**config.mk**
```make
export PLATFORM = sky130hd
export DESIGN_NAME = neo_pixel_receiver
export DESIGN_NICKNAME = d
export VERILOG_FILES = /design/src/rtl/neo_pixel_receiver.sv
export SDC_FILE = /design/constraint.sdc
export NUM_CORES = 1
export LEC_CHECK = 0
export CORE_MARGIN = 2
export CORE_UTILIZATION = 25
export CTS_CLUSTER_SIZE = 8
export DETAILED_ROUTE_END_ITERATION = 8
export PLACE_DENSITY = 0.42
export SLEW_MARGIN = 5
export SYNTH_ARGS = -nofsm -noshare
export SYNTH_HDL_FRONTEND = slang
export SYNTH_SLANG_ARGS = --single-unit
```
**constraint.sdc**
```tcl
create_clock -name clock -period 4.7 [get_ports clock]
set_input_delay 0.47 -clock clock [delete_from_list [all_inputs] [get_ports clock]]
set_output_delay 0.47 -clock clock [all_outputs]
set_load 0.05 [all_outputs]
```
**src/rtl/neo_pixel_receiver.sv**
```systemverilog
// neo_pixel_receiver: decodes one 24-bit NeoPixel word per frame and forwards later bits down the chain
// Ports: clock/reset (async, active-high); neo_in raw data; neo_out forwarded data;
//        pixel_data {G,R,B} last latched word; pixel_valid latch pulse; frame_error malformed-frame pulse.
module neo_pixel_receiver #(
  parameter int MIN_HIGH = 5,
  parameter int BIT_THRESH = 26,
  parameter int MAX_HIGH = 60,
  parameter int LATCH_LOW = 2500
) (
  input  logic        clock,
  input  logic        reset,
  input  logic        neo_in,
  output logic        neo_out,
  output logic [23:0] pixel_data,
  output logic        pixel_valid,
  output logic        frame_error
);
  localparam int HW = $clog2(MAX_HIGH + 1);
  localparam int LW = $clog2(LATCH_LOW + 1);
  localparam logic [HW-1:0] H_ONE = HW'(1);
  localparam logic [HW-1:0] H_MIN = HW'(MIN_HIGH);
  localparam logic [HW-1:0] H_THR = HW'(BIT_THRESH);
  localparam logic [HW-1:0] H_MAX = HW'(MAX_HIGH);
  localparam logic [LW-1:0] L_ONE = LW'(1);
  localparam logic [LW-1:0] L_END = LW'(LATCH_LOW - 1);
  typedef enum logic [1:0] {IDLE, HIGH, LOW, ERROR} state_t;
  state_t state, state_n;
  logic s1, sin, sin_d, fwd, rise, rec, latch, err_in;
  logic [HW-1:0] hcnt, hcnt_n;
  logic [LW-1:0] lcnt, lcnt_n;
  logic [4:0] bit_cnt;
  logic [23:0] sr;
  assign rise = sin & ~sin_d;
  // Counters compare against END-1 so the transition lands on the cycle the count reaches its limit.
  always_comb begin
    state_n = state;
    hcnt_n = hcnt;
    lcnt_n = lcnt;
    rec = 1'b0;
    latch = 1'b0;
    err_in = 1'b0;
    case (state)
      IDLE: if (rise) begin
        state_n = HIGH;
        hcnt_n = H_ONE;
      end
      HIGH: if (!sin) begin
        state_n = LOW;
        lcnt_n = L_ONE;
        rec = hcnt >= H_MIN;
      end else begin
        hcnt_n = hcnt < H_MAX ? hcnt + H_ONE : hcnt;
        if (hcnt_n == H_MAX) begin
          state_n = ERROR;
          err_in = 1'b1;
          lcnt_n = '0;
        end
      end
      LOW: if (rise) begin
        state_n = HIGH;
        hcnt_n = H_ONE;
      end else if (lcnt == L_END) begin
        state_n = IDLE;
        latch = 1'b1;
      end else lcnt_n = lcnt + L_ONE;
      default: if (sin) lcnt_n = '0;
        else if (lcnt == L_END) state_n = IDLE;
        else lcnt_n = lcnt + L_ONE;
    endcase
  end
  always_ff @(posedge clock or posedge reset)
    if (reset) begin
      state <= IDLE;
      hcnt <= '0;
      lcnt <= '0;
    end else begin
      state <= state_n;
      hcnt <= hcnt_n;
      lcnt <= lcnt_n;
    end
  always_ff @(posedge clock or posedge reset)
    if (reset) begin
      s1 <= 1'b0;
      sin <= 1'b0;
      sin_d <= 1'b0;
      neo_out <= 1'b0;
      fwd <= 1'b0;
      bit_cnt <= '0;
      sr <= '0;
      pixel_data <= '0;
      pixel_valid <= 1'b0;
      frame_error <= 1'b0;
    end else begin
      s1 <= neo_in;
      sin <= s1;
      sin_d <= sin;
      neo_out <= fwd & sin;
      pixel_valid <= latch && bit_cnt == 5'd24;
      frame_error <= err_in || (latch && bit_cnt != 5'd0 && bit_cnt != 5'd24);
      if (latch && bit_cnt == 5'd24) pixel_data <= sr;
      if (latch || err_in) begin
        bit_cnt <= '0;
        fwd <= 1'b0;
        if (err_in) sr <= '0;
      end else if (rec && bit_cnt != 5'd24) begin
        sr <= {sr[22:0], hcnt > H_THR};
        bit_cnt <= bit_cnt + 5'd1;
        // The 24th bit's own falling edge is already past, so forwarding starts with the next pixel's bits.
        if (bit_cnt == 5'd23) fwd <= 1'b1;
      end
    end
endmodule

```
==> flow_summary.yaml <==
yosys:
  synth_area_um2: 3860
  syn_nets: 385
  ys_seq_elements: 80
  syn_avg_cell_area_um2: 10.4
  netlist_instances: 372
  synth_edf_count: 0
  synthArstFlopShare_pct: 100
  ys_types: 59
  ys_seq_area_share_pct: 51.8
  ys.flop_type: "dfrtp_1"
  yosysWarnings: 0
clock_tree:
  cts_htree_levels: 3
  post_cts_buffers: 0
  clock_sinks: 80
  clk_latency_ns: 0.33
  cts_tree: "built"
  hold_buffers: 0
  path_clk_slew_ns: 0.06
  cts-resized-gates: 0
  clk_path_buf_depth: 2
  clock-root-buffer: "clkbuf_16"
  cts_made_buffers: 9
worst_setup_path:
  cp-end-kind: "flop"
  path_buf_inv: 1
  cpLargestDelayFamily: "simple AND/OR/NAND/NOR gates"
  max_stage_delay_ns: 0.57
  critPathKind: "reg2reg"
  cp_slowest_cell: "nand2_1"
  crit_top_cell: "nand2_1"
  cp-start-kind: "flop"
  worstPathArrival_ns: 2.83
  crit_chain: "inv_1 -> ha_1 -> nand2_1 -> nor3b_4 -> nand2_1 -> a311oi_1 -> nor3_1"
  crit_required_ns: 4.87
  path_max_fanout: 24
  r2r_setup_slack_ns: 2.04
sta:
  rsz0062_at_grt: "false"
  fin_worst_skew_ns: 0.00737
  tightest_slew_ns: 1.04
  whs_ns: 0.347
  finalCritPeriodShare_pct: 56.5
  period_minus_slack_ns: 2.66
  hold_viol_final: 0
  tns_ns: 0
  fmax_mhz: 376
  setup_viol: 0
  max_slew_margin_pct: 30.6
  slew_violations: 0
power:
  powerDensity_nw_per_um2: 461
  peakVddDrop_mv: 0.191
  leakagePower_nw: 1.98
routing:
  wl_per_cell_um: 13.6
  routed_wl_mm: 8.01
  vias: 2756
  vias_per_cell: 4.67
  drcViolationCount: 0
  drtIter0Drc: 181
  ant_nets: 0
  dr.pass1.iters: 4
global_route:
  grt-ovfl-total: 0
  first_global_vias: 2791
  grt_max_degree: 44
  antenna_found_initial: 0
  track_usage_pct: 10.6
  grt_pass1_wl_mm: 13.9
die:
  fp.dieArea_um2: 16500
  die_y_um: 128
  die_w_um: 128
  initial_core_util_pct: 25.5
  core_area_um2: 15100
  core.rowCount: 45
  num_io_pins: 30
cells_and_area:
  synthToLayoutAreaGrowth_pct: 18.6
  finalNetCount: 410
  layout.cells.non_filler: 590
  ff_latch_area_um2: 2000
  fillers: 1548
  antenna_cells: 0
  drive_gt1_share_pct: 10.4
  multi_input_area_um2: 1690
placed_design:
  numPortBuffers: 29
  gp_congestion: 0.800
  detailed_place_hpwl_mm: 5.48
  place_inst: 574
min_path:
  holdCritPathClass: "reg2reg"
outcome:
  outcome: "finished, final reports clean"
flow_run:
  drv_cap: 0
-- registers in the layout, summed over array words and instances (netlist names) --
register and count:
pixel_data 24, sr 24, lcnt 12, hcnt 6, bit_cnt 5, state 2, frame_error 1, fwd 1
neo_out 1, pixel_valid 1, s1 1, sin 1, sin_d 1
-- synth_stat cells (all sizes together), types with 2 or more instances --
master | number | area, um^2
inv | 14 | 52.6
ha | 10 | 125
nand4 | 4 | 25.0
a41oi | 3 | 26.3
a31oi | 3 | 18.8
o31ai | 2 | 15.0
nand3 | 9 | 50.1
nor4b | 3 | 26.3
nor2 | 32 | 130
and3 | 7 | 43.8
buf | 15 | 106
nor2b | 3 | 18.8
nand2b | 3 | 18.8
xor2 | 3 | 26.3
a22o | 2 | 17.5
mux2 | 24 | 270
a21oi | 37 | 185
a21boi | 2 | 15.0
mux2i | 2 | 32.5
o2bb2ai | 2 | 17.5
and2 | 3 | 18.8
nor3b | 2 | 26.3
nor3 | 2 | 21.3
o21ai | 16 | 80.1
nand2 | 60 | 225
o211ai | 2 | 20.0
xnor2 | 6 | 52.6
dfrtp | 80 | 2000
o22ai | 2 | 12.5
-- worst paths after layout --
path / startpoint / end / cells past startpoint
setup reg to reg: state[1] / sr[0] / 7
hold / removal: s1 / sin / 0
hold reg to reg: s1 / sin / 0
setup / recovery: state[1] / sr[0] / 7
max in group asynchronous: reset / sr[18] / 3
min in group asynchronous: reset / lcnt[6] / 2
-- power breakdown --
part	leakage, nW	switching [mW]	internal, mW
Combinational	0.749	0.377	0.212
Sequential	1.09	0.0793	0.748
Clock	0.139	0.282	0.414
-- per-layer routing --
| layer | share of wire (%) | vias up | wire length, um | global-route usage (%) |
|---|---|---|---|---|
| met5 | 0 | - | 0 | 0 |
| met4 | 1.2 | 0 | 93 | 3.10 |
| met3 | 4.7 | 7 | 374 | 3.17 |
| met2 | 47 | 53 | 3770 | 16.8 |
| met1 | 47 | 1351 | 3780 | 14.1 |
| li1 | - | 1345 | - | - |
-- cell usage in the layout (no fill, tap or decap), types with 10 or more instances in the layout --
cell	Yosys	layout
mux2_2	14	14
o21ai_1	10	10
nor2_1	30	30
a21oi_1	37	37
inv_1	14	13
nand2_1	60	60
clkdlybuf4s50_1	0	29
mux2_1	10	10
dfrtp_1	80	80
ha_1	10	10
-- layout make-up --
| class | count | share of cell area [%] |
|---|---|---|
| flip-flops and latches | 80 | 43.7 |
| multi-input cells | 261 | 36.9 |
| repair buffers | 30 | 6.50 |
| well taps | 188 | 5.13 |
| clock buffers | 10 | 5.00 |
| clock inverters | 6 | 1.47 |
| inverters | 15 | 1.26 |
-- cell families after synthesis --
group,share of synthesized area (%)
XOR/XNOR,2.04
AND/OR/NAND/NOR,17.1
adder cells (fa/ha/maj),3.24
multiplexers,7.84
buffers and inverters,4.34
flip-flops,51.8
AO/OA/AOI/OAI,13.6
-- per-stage QoR --
step	setup WS (ns)	total power, mW	utilization (%)	cell area [um^2]
final	2.04	2.11	30.3	4580
after detailed placement	2.05	1.43	28.3	4290
after global placement	2.15	1.43	28.3	4290
after CTS	2.07	2.14	30.3	4580
after global routing	1.83	2.26	30.3	4580
after floorplan	2.18	1.30	-	3860
-- worst reg2reg max path, stage by stage (launching register included) --
cell	delay, ns
dfrtp_1	0.39
inv_1	0.11
ha_1	0.31
nand2_1	0.18
nor3b_4	0.40
nand2_1	0.57
a311oi_1	0.47
nor3_1	0.07
No activity file was read; power rests on OpenSTA's default activity.
